$ cat src/rtl/alu_input_sequencer_pkg.sv
// alu_input_sequencer_pkg
// Definitions shared by the operand-entry front end and the arithmetic unit it feeds:
//   DATA_W  - operand and result width
//   state_t - sequencer FSM states (the encoding is exported on state_dbg for LEDs)
//   op_t    - operator codes, identical to the arithmetic unit's op input
package alu_input_sequencer_pkg;

  localparam int DATA_W = 8;

  typedef enum logic [2:0] {
    LOAD_A  = 3'd0,
    LOAD_B  = 3'd1,
    LOAD_OP = 3'd2,
    EXEC    = 3'd3,
    SHOW    = 3'd4
  } state_t;

  typedef enum logic [1:0] {
    OP_ADD  = 2'd0,
    OP_SUB  = 2'd1,
    OP_MUL  = 2'd2,
    OP_RSVD = 2'd3
  } op_t;

endpackage

$ cat src/rtl/alu_input_sequencer_if.sv
// alu_input_sequencer_if
// Connection between the sequencer and the combinational arithmetic unit.
//   alu_a, alu_b : operands (two's complement)
//   alu_op       : operator code (op_t encoding)
//   alu_out      : combinational result from the arithmetic unit
//   alu_ovf      : combinational overflow flag from the arithmetic unit
// Modports:
//   master - the sequencer (drives the operands, reads the result)
//   slave  - the arithmetic unit
interface alu_input_sequencer_if;
  import alu_input_sequencer_pkg::*;

  logic [DATA_W-1:0] alu_a;
  logic [DATA_W-1:0] alu_b;
  logic [1:0]        alu_op;
  logic [DATA_W-1:0] alu_out;
  logic              alu_ovf;

  modport master (
    output alu_a,
    output alu_b,
    output alu_op,
    input  alu_out,
    input  alu_ovf
  );

  modport slave (
    input  alu_a,
    input  alu_b,
    input  alu_op,
    output alu_out,
    output alu_ovf
  );
endinterface

$ cat src/rtl/alu_input_sequencer_button_debouncer.sv
// button_debouncer
// Conditions a raw mechanical push-button and produces a single-cycle pulse
// on each accepted press.
//   clk, rst_n : clock and asynchronous active-low reset
//   btn        : raw, asynchronous, bouncy button level (active-high)
//   pulse      : one clk cycle high on each 0->1 edge of the debounced level
// A level change is accepted only after it has been stable for DEBOUNCE_CYC
// consecutive cycles, so a shorter glitch never reaches the debounced level.
module button_debouncer #(
  parameter int unsigned      CNT_W        = 20,
  parameter logic [CNT_W-1:0] DEBOUNCE_CYC = 20'd1_000_000
) (
  input  logic clk,
  input  logic rst_n,
  input  logic btn,
  output logic pulse
);

  localparam logic [CNT_W-1:0] CNT_LAST = DEBOUNCE_CYC - CNT_W'(1);

  logic             sync1_reg;
  logic             sync2_reg;
  logic             level_reg;
  logic             level_dly_reg;
  logic [CNT_W-1:0] cnt_reg;

  always_ff @(posedge clk or negedge rst_n) begin
    if (!rst_n) begin
      sync1_reg     <= 1'b0;
      sync2_reg     <= 1'b0;
      level_reg     <= 1'b0;
      level_dly_reg <= 1'b0;
      cnt_reg       <= '0;
    end else begin
      sync1_reg     <= btn;
      sync2_reg     <= sync1_reg;
      level_dly_reg <= level_reg;
      // The counter only runs while the synchronized input disagrees with the
      // accepted level; any return to agreement restarts the stability window.
      if (sync2_reg != level_reg) begin
        if (cnt_reg == CNT_LAST) begin
          level_reg <= ~level_reg;
          cnt_reg   <= '0;
        end else begin
          cnt_reg <= cnt_reg + CNT_W'(1);
        end
      end else begin
        cnt_reg <= '0;
      end
    end
  end

  // Rising edge of the accepted level only; release produces nothing.
  assign pulse = level_reg & ~level_dly_reg;

endmodule

$ cat src/rtl/alu_input_sequencer.sv
// alu_input_sequencer
// Operand-entry front end for the signed 8-bit arithmetic unit. One button
// steps through A, B and operator entry; the unit's combinational output is
// then captured into registered display outputs.
//   clk, rst_n    : clock, asynchronous active-low reset
//   sw            : operand value from switches
//   op_sw         : operator select (op_t encoding, 3 is passed through as-is)
//   btn_enter     : raw bouncy push-button
//   btn_clear     : clean synchronous clear, wins over a same-cycle enter
//   alu           : master side of the arithmetic unit connection
//   result        : captured result
//   result_ovf    : captured overflow flag
//   result_valid  : high while the captured result is being shown
//   state_dbg     : current FSM state encoding
module alu_input_sequencer
  import alu_input_sequencer_pkg::*;
#(
  parameter int unsigned      CNT_W        = 20,
  parameter logic [CNT_W-1:0] DEBOUNCE_CYC = 20'd1_000_000
) (
  input  logic                  clk,
  input  logic                  rst_n,
  input  logic [DATA_W-1:0]     sw,
  input  logic [1:0]            op_sw,
  input  logic                  btn_enter,
  input  logic                  btn_clear,
  alu_input_sequencer_if.master alu,
  output logic [DATA_W-1:0]     result,
  output logic                  result_ovf,
  output logic                  result_valid,
  output logic [2:0]            state_dbg
);

  logic enter_pulse;

  button_debouncer #(
    .CNT_W        (CNT_W),
    .DEBOUNCE_CYC (DEBOUNCE_CYC)
  ) u_debouncer (
    .clk   (clk),
    .rst_n (rst_n),
    .btn   (btn_enter),
    .pulse (enter_pulse)
  );

  state_t            state_reg,  state_next;
  logic [DATA_W-1:0] a_reg,      a_next;
  logic [DATA_W-1:0] b_reg,      b_next;
  logic [1:0]        op_reg,     op_next;
  logic [DATA_W-1:0] result_reg, result_next;
  logic              ovf_reg,    ovf_next;
  logic              valid_reg;

  always_ff @(posedge clk or negedge rst_n) begin
    if (!rst_n) begin
      state_reg  <= LOAD_A;
      a_reg      <= '0;
      b_reg      <= '0;
      op_reg     <= 2'd0;
      result_reg <= '0;
      ovf_reg    <= 1'b0;
      valid_reg  <= 1'b0;
    end else begin
      state_reg  <= state_next;
      a_reg      <= a_next;
      b_reg      <= b_next;
      op_reg     <= op_next;
      result_reg <= result_next;
      ovf_reg    <= ovf_next;
      // Registered so the LED follows the state without a decode glitch.
      valid_reg  <= (state_next == SHOW);
    end
  end

  always_comb begin
    state_next  = state_reg;
    a_next      = a_reg;
    b_next      = b_reg;
    op_next     = op_reg;
    result_next = result_reg;
    ovf_next    = ovf_reg;

    if (btn_clear) begin
      // A coincident enter_pulse is deliberately swallowed here.
      state_next  = LOAD_A;
      result_next = '0;
      ovf_next    = 1'b0;
    end else begin
      unique case (state_reg)
        LOAD_A: begin
          if (enter_pulse) begin
            a_next     = sw;
            state_next = LOAD_B;
          end
        end
        LOAD_B: begin
          if (enter_pulse) begin
            b_next     = sw;
            state_next = LOAD_OP;
          end
        end
        LOAD_OP: begin
          if (enter_pulse) begin
            op_next    = op_sw;
            state_next = EXEC;
          end
        end
        EXEC: begin
          // Operands have been stable in registers for a full cycle, so the
          // combinational unit has settled by the time this edge samples it.
          result_next = alu.alu_out;
          ovf_next    = alu.alu_ovf;
          state_next  = SHOW;
        end
        SHOW: begin
          if (enter_pulse) begin
            state_next = LOAD_A;
          end
        end
        default: state_next = LOAD_A;
      endcase
    end
  end

  assign alu.alu_a    = a_reg;
  assign alu.alu_b    = b_reg;
  assign alu.alu_op   = op_reg;
  assign result       = result_reg;
  assign result_ovf   = ovf_reg;
  assign result_valid = valid_reg;
  assign state_dbg    = state_reg;

endmodule
$ cat src/flat_wrapper.sv
// flat-port wrapper written by rule: the top's interface ports become plain ports
module alu_input_sequencer_flat import alu_input_sequencer_pkg::*;
#(
  parameter int unsigned      CNT_W        = 20,
  parameter logic [CNT_W-1:0] DEBOUNCE_CYC = 20'd1_000_000
)
  (clk, rst_n, sw, op_sw, btn_enter, btn_clear, result, result_ovf, result_valid, state_dbg, alu_alu_a, alu_alu_b, alu_alu_op, alu_alu_out, alu_alu_ovf);
  alu_input_sequencer_if alu_i ();
  input  logic clk;
  input  logic rst_n;
  input  logic [DATA_W-1:0] sw;
  input  logic [1:0] op_sw;
  input  logic btn_enter;
  input  logic btn_clear;
  output logic [DATA_W-1:0] result;
  output logic result_ovf;
  output logic result_valid;
  output logic [2:0] state_dbg;
  output wire logic [$bits(alu_i.alu_a)-1:0] alu_alu_a;
  output wire logic [$bits(alu_i.alu_b)-1:0] alu_alu_b;
  output wire logic [$bits(alu_i.alu_op)-1:0] alu_alu_op;
  input wire logic [$bits(alu_i.alu_out)-1:0] alu_alu_out;
  input wire logic [$bits(alu_i.alu_ovf)-1:0] alu_alu_ovf;
  assign alu_alu_a = alu_i.alu_a;
  assign alu_alu_b = alu_i.alu_b;
  assign alu_alu_op = alu_i.alu_op;
  assign alu_i.alu_out = alu_alu_out;
  assign alu_i.alu_ovf = alu_alu_ovf;
  alu_input_sequencer #(.CNT_W(CNT_W), .DEBOUNCE_CYC(DEBOUNCE_CYC)) u_core (.clk(clk), .rst_n(rst_n), .sw(sw), .op_sw(op_sw), .btn_enter(btn_enter), .btn_clear(btn_clear), .alu(alu_i), .result(result), .result_ovf(result_ovf), .result_valid(result_valid), .state_dbg(state_dbg));
endmodule
$ cat config.mk
export PLATFORM = sky130hd
export DESIGN_NAME = alu_input_sequencer_flat
export DESIGN_NICKNAME = d
export VERILOG_FILES = /design/src/rtl/alu_input_sequencer_pkg.sv /design/src/rtl/alu_input_sequencer_if.sv /design/src/rtl/alu_input_sequencer_button_debouncer.sv /design/src/rtl/alu_input_sequencer.sv /design/src/flat_wrapper.sv
export SDC_FILE = /design/constraint.sdc
export NUM_CORES = 1
export LEC_CHECK = 0
export ABC_CLOCK_PERIOD_IN_PS = 2700
export BUFFER_PORTS_ARGS = -buffer_cell sky130_fd_sc_hd__buf_2
export CELL_PAD_IN_SITES_DETAIL_PLACEMENT = 1
export CELL_PAD_IN_SITES_GLOBAL_PLACEMENT = 2
export CORE_ASPECT_RATIO = 0.5
export CORE_MARGIN = 1.5
export CORE_UTILIZATION = 34
export CTS_CLUSTER_DIAMETER = 120
export CTS_CLUSTER_SIZE = 25
export DETAILED_ROUTE_END_ITERATION = 8
export GPL_TIMING_DRIVEN = 0
export PLACE_DENSITY = 0.89
export SLEW_MARGIN = 25
export SYNTH_ARGS = -nofsm -noshare
export SYNTH_HDL_FRONTEND = slang
export SYNTH_SLANG_ARGS = --single-unit
$ cat constraint.sdc
create_clock -name clk -period 2.7 [get_ports clk]
set_clock_uncertainty 0.15 [all_clocks]
set_input_delay 0 -clock clk [delete_from_list [all_inputs] [get_ports clk]]
set_output_delay 0 -clock clk [all_outputs]
set_load 0.005 [all_outputs]
==> qor.yml, run 1 <==
total_power_mw: 1.54
synth_nets: 218
cp_slowest_cell: "o31ai_4"
antenna_found_initial: 0
synthDistinctLibCells: 34
worst_pin_slew_ns: 0.689
die_x_um: 121
detail_route.vias_per_cell: 4.88
yosys_warnings: 0
p_leak_nw: 1.56
cpPeakStageDelay_ns: 0.49
area_growth_pct: 31.8
insertion_delay_ns: 0.28
status: "finished clean"
hold_slack_ns: 0.151
design.die.area_um2: 7450
grt-ovfl-total: 0
wl_mm: 5.89
first_global_vias: 1917
synth_seq_cells: 55
cp-end-kind: "flop"
dr_total_vias: 1795
clk_path_buf_depth: 2
cts.sinks: 55
max_slew_margin_pct: 53.8
drcViolationCount: 0
numCtsBuffers: 5
diodes: 0
wl_per_cell_um: 16.0
startpoint_type: "flop"
pin_count: 54
grt.total_usage_pct: 16.8
synth.avg_cell_area_um2: 12.1
finalNetCount: 300
drive_gt1_share_pct: 31.5
worstPathArrival_ns: 2.33
max-vdd-ir-drop_mv: 0.211
finalCritPeriodShare_pct: 85.9
dp_hpwl_mm: 3.94
hold_viol: 0
largest_register_ffs: 20
antenna_left: 0
port_buffers: 53
required_ns: 2.71
p_per_area_nw_per_um2: 497
cts_tree: "built"
setup_viol: 0
period_minus_slack_ns: 2.32
crit_chain: "ha_1, nand2_1, or2_1, o31ai_4, buf_2, nor2_1"
final_max_slew_viol_count: 0
routabilityCongestion: 0.807
initial_utilization_pct: 35.2
critical_path.top_delay_family: "simple AND/OR/NAND/NOR gates"
coreArea_um2: 6670
grt_max_degree: 56
drv_cap: 0
cts_setup_buffers: 0
crit_type: "flop to flop"
rsz0062_at_grt: "no"
syn-instance-count: 194
drtIter0Drc: 74
rows: 21
seq_area_frac_synth_pct: 58.5
clk_pin_slew_ns: 0.06
die_h_um: 61.8
root_buffer: "clkbuf_16"
dr.pass1.iters: 4
grt_pass1_wl_mm: 9.58
max_freq_mhz: 431
hold_class: "input pin to async pin"
crit_path_max_fanout: 10
crit_buf_inv: 1
fin_tns_setup_ns: 0
htree_levels: 2
syn-cell-area_um2: 2350
worst paths after layout:
path                                          startpoint                             end  slack [ns]  depth (start not counted)
hold / removal                                     rst_n  u_core.u_debouncer.cnt_reg[11]        0.15                          2
hold reg to reg             u_core.u_debouncer.sync1_reg    u_core.u_debouncer.sync2_reg        0.22                          0
setup reg to reg           u_core.u_debouncer.cnt_reg[0]   u_core.u_debouncer.cnt_reg[8]        0.38                          6
min in group clk                               btn_enter    u_core.u_debouncer.sync1_reg        0.21                          2
max in group asynchronous                          rst_n             u_core.alu.alu_b[1]        1.78                          2
setup / recovery           u_core.u_debouncer.cnt_reg[0]   u_core.u_debouncer.cnt_reg[8]        0.38                          6
area by class of cell:
| type | count | area, um2 |
|---|---|---|
| fill | 728 | 3580 |
| sequential | 55 | 1380 |
| multi-input combinational | 133 | 943 |
| timing repair buffer | 75 | 488 |
| clock buffer | 6 | 139 |
| tap | 92 | 115 |
| buffer | 5 | 27.5 |
| clock inverter | 1 | 5.00 |
| inverter | 1 | 3.75 |
cells in the mapped netlist (all sizes together):
cell / number / area, um2
nand3b: 2 / 15.0
or4: 2 / 18.8
nand4: 5 / 37.5
xor2: 5 / 43.8
mux2i: 10 / 100
or3: 5 / 36.3
nor3: 4 / 25.0
a21oi: 6 / 30.0
nor2b: 1 / 6.26
nor2: 28 / 105
o31ai: 2 / 28.8
nand3: 5 / 30.0
nand4b: 3 / 26.3
and3: 3 / 18.8
o21ai: 4 / 20.0
nand2: 11 / 41.3
mux2: 19 / 214
nor4: 5 / 31.3
clkbuf: 2 / 7.51
nor4b: 1 / 8.76
xnor2: 10 / 87.6
ha: 1 / 12.5
dfrtp: 55 / 1380
or2: 1 / 6.26
inv: 1 / 3.75
buf: 3 / 20.0
through the flow:
stage,utilization (%),instances,cell area (um2),setup WS (ns)
global placement,40.9,339,2730,0.450
finish,46.4,368,3100,0.381
floorplan,-,194,2350,0.783
detailed placement,41.0,339,2730,0.350
global route,46.4,368,3100,0.190
CTS,46.4,368,3100,0.338
kinds of logic after synthesis:
logic type	share of synthesized area, %
flip-flops	58.5
AND/OR/NAND/NOR	17.3
XOR/XNOR	5.59
multiplexers	13.4
buffers and inverters	1.33
AO/OA/AOI/OAI	3.35
adder cells (fa/ha/maj)	0.532
report_power, final:
group | switching [mW] | internal (mW) | leakage (nW)
clock network | 0.263 | 0.362 | 0.0727
logic | 0.0387 | 0.0386 | 0.724
registers | 0.00650 | 0.829 | 0.762
total | 0.309 | 1.23 | 1.56
worst reg2reg max path, stage by stage (launching register included):
cell and delay, ns:
dfrtp_1 0.43, ha_1 0.27, nand2_1 0.16, or2_1 0.30
o31ai_4 0.49, buf_2 0.32, nor2_1 0.08
layout by cell type, fill, tap and decap left out, drive strengths merged:
cell type    count
inv              1
nand3            5
and3             3
nor4b            1
dfrtp           55
xor2             5
nand3b           2
clkinv           1
clkbuf           8
ha               1
dlygate4sd3     22
nand4b           3
buf             56
xnor2           10
o31ai            2
nor3             4
nor4             5
nor2            28
mux2            19
or2              1
nand4            5
or4              2
o21ai            4
mux2i           10
or3              5
nor2b            1
nand2           11
a21oi            6
what timing repair did:
item | in CTS | in global routing
resized for setup | 0 | 0
endpoints found under the setup margin | 0 | 0
endpoints found under the hold margin | 86 | 0
hold buffers | 22 | 0
layer usage:
layer  wire length [um]  part of all wire, %  track usage (%)  vias up
met5                  0                    0                0        -
met3                118                  2.0             3.56        2
met2               3250                   55             33.2       16
met1               2510                   43             19.7      933
li1                   -                    -                -      844
met4                 19                 0.32             3.03        0
(Power assumes the default switching activity.)
==> run 2, diff against run 1 <==
--- a/config.mk
+++ b/config.mk
@@ -16,6 +16,7 @@
 export CTS_CLUSTER_SIZE = 25
 export DETAILED_ROUTE_END_ITERATION = 8
 export GPL_TIMING_DRIVEN = 0
+export MAX_ROUTING_LAYER = met4
 export PLACE_DENSITY = 0.89
 export SLEW_MARGIN = 25
 export SYNTH_ARGS = -nofsm -noshare
==> run 2 against run 1 <==
Effect of this change: critical path depth did not move; register-to-register slack barely moved; via count barely moved; clock-buffer cell count did not move; hold slack got worse by 0.0044 ns; fmax rose by 0.18%; critical endpoint unchanged; largest power group unchanged; highest routed layer unchanged.
==> qor.yml, run 2 (synthesis gave the netlist of run 1 again) <==
status: "finished clean"
largest_register_ffs: 20  # unchanged
r2r_end: "u_core.u_debouncer.cnt_reg[8]"
rsz0062_at_grt: "no"
die_h_um: 61.8  # unchanged
crit_chain: "ha_1, nand2_1, or2_1, o31ai_4, buf_2, nor2_1"
root_buffer: "clkbuf_16"
drcViolationCount: 0  # unchanged
clk_pin_slew_ns: 0.07  # about the same
drv_cap: 0  # unchanged
grt_max_degree: 56  # unchanged
grt_pass1_wl_mm: 9.60  # +0.21%
htree_levels: 2  # unchanged
regToRegStartpoint: "u_core.u_debouncer.cnt_reg[0]"
area_growth_pct: 31.8  # unchanged
die_x_um: 121  # unchanged
hold_viol: 0  # unchanged
timing.final.ws_setup_ns: 0.385  # +0.00418 ns
antenna_left: 0  # unchanged
max_slew_margin_pct: 53.6  # -0.25 points
max-vdd-ir-drop_mv: 0.211  # about the same
cts_tree: "built"
wl_per_cell_um: 16.0  # about the same
cp_slowest_cell: "o31ai_4"
finalCritPeriodShare_pct: 85.7  # -0.15 points
hold_class: "input pin to async pin"
crit_type: "flop to flop"
pin_count: 54  # unchanged
dr_total_vias: 1794  # -0.056%
startpoint_type: "flop"
cpPeakStageDelay_ns: 0.49  # about the same
clk_path_buf_depth: 2  # unchanged
finalCoreUtilization_pct: 46.4  # unchanged
insertion_delay_ns: 0.28  # about the same
diodes: 0  # unchanged
dp_hpwl_mm: 3.94  # unchanged
r2r_cells: 6  # unchanged
grt.total_usage_pct: 17.3  # +0.53 points
crit_start: "u_core.u_debouncer.cnt_reg[0]"
routabilityCongestion: 0.818  # +1.5%
required_ns: 2.71  # about the same
final_max_slew_viol_count: 0  # unchanged
coreArea_um2: 6670  # unchanged
cts.sinks: 55  # unchanged
port_buffers: 53  # unchanged
antenna_found_initial: 0  # unchanged
dr.pass1.iters: 4  # unchanged
setup_viol: 0  # unchanged
detail_route.vias_per_cell: 4.88  # about the same
wl_mm: 5.90  # about the same
first_global_vias: 1923  # +0.31%
cp-end-kind: "flop"
layout_commonest_cell: "dfrtp_1"
numCtsBuffers: 5  # unchanged
hold_slack_ns: 0.147  # -0.00436 ns
p_per_area_nw_per_um2: 497  # +0.19%
fin_tns_setup_ns: 0  # unchanged
grt-ovfl-total: 0  # unchanged
p_leak_nw: 1.56  # unchanged
design.die.area_um2: 7450  # unchanged
cts_setup_buffers: 0  # unchanged
finalNetCount: 300  # unchanged
worst_pin_slew_ns: 0.696  # +0.00752 ns
drtIter0Drc: 90  # +22%
period_minus_slack_ns: 2.31  # -0.00418 ns
pre_cts_slack_ns: 0.350  # unchanged
rows: 21  # unchanged
worstPathArrival_ns: 2.33  # about the same
drive_gt1_share_pct: 31.5  # unchanged
initial_utilization_pct: 35.2  # unchanged
crit_path_max_fanout: 10  # unchanged
ff2ff_setup_slack_ns: 0.39  # about the same
final_cell_mix: "55 x dfrtp_1, 53 x buf_2, 28 x nor2_1, 22 x dlygate4sd3_1, 19 x mux2_2"
max_freq_mhz: 432  # +0.18%
[run 2: routing by layer]
layer | global-route usage, % | up-vias | wire, um
li1 | - | 844 | -
met1 | 19.6 | 925 | 2480
met2 | 33.3 | 23 | 3260
met3 | 3.10 | 2 | 144
met4 | 3.53 | 0 | 14
met5 | - | - | 0
[run 2: final cells by class]
class	count	area [um2]
Multi-Input combinational cell	133	943
Inverter	1	3.75
Buffer	5	27.5
Sequential cell	55	1380
Fill cell	728	3580
Clock buffer	6	139
Tap cell	92	115
Clock inverter	1	5.00
Timing Repair Buffer	75	488
[run 2: per-stage QoR]
stage               std cells  instance area, um2  total power [mW]
detailed placement        339                2730             0.904
global route              368                3100              1.60
CTS                       368                3100              1.56
finish                    368                3100              1.54
global placement          339                2730             0.900
floorplan                 194                2350             0.863
[run 2: where the power goes]
part           switching, mW  total, mW  leakage, nW  internal (mW)
Clock                  0.266      0.629       0.0727          0.362
Combinational         0.0386     0.0771        0.724         0.0385
Sequential           0.00648      0.835        0.762          0.829
Total                  0.311       1.54         1.56           1.23
[run 2: timing repair]
item | in CTS | in global routing
hold buffers | 22 | 0
endpoints found under the hold margin | 86 | 0
gates resized for setup | 0 | 0
[run 2: critical path: cells and delay by family (launching register included)]
family / cells / cell delay [ns]
adders and majority gates: 1 / 0.27
DFF: 1 / 0.43
AOI/OAI and AO/OA: 1 / 0.49
buffers and inverters: 1 / 0.32
and+or+nand+nor: 3 / 0.54
[run 2: worst max-delay path by stage]
stage	to	slack, ns	cells past startpoint
after floorplan	u_core.u_debouncer.cnt_reg[18]	0.78	5
after detailed placement	u_core.u_debouncer.cnt_reg[8]	0.35	6
after global placement	u_core.u_debouncer.cnt_reg[13]	0.45	6
final	u_core.u_debouncer.cnt_reg[8]	0.39	6
after global routing	u_core.u_debouncer.cnt_reg[7]	0.19	6
after CTS	u_core.u_debouncer.cnt_reg[8]	0.34	6
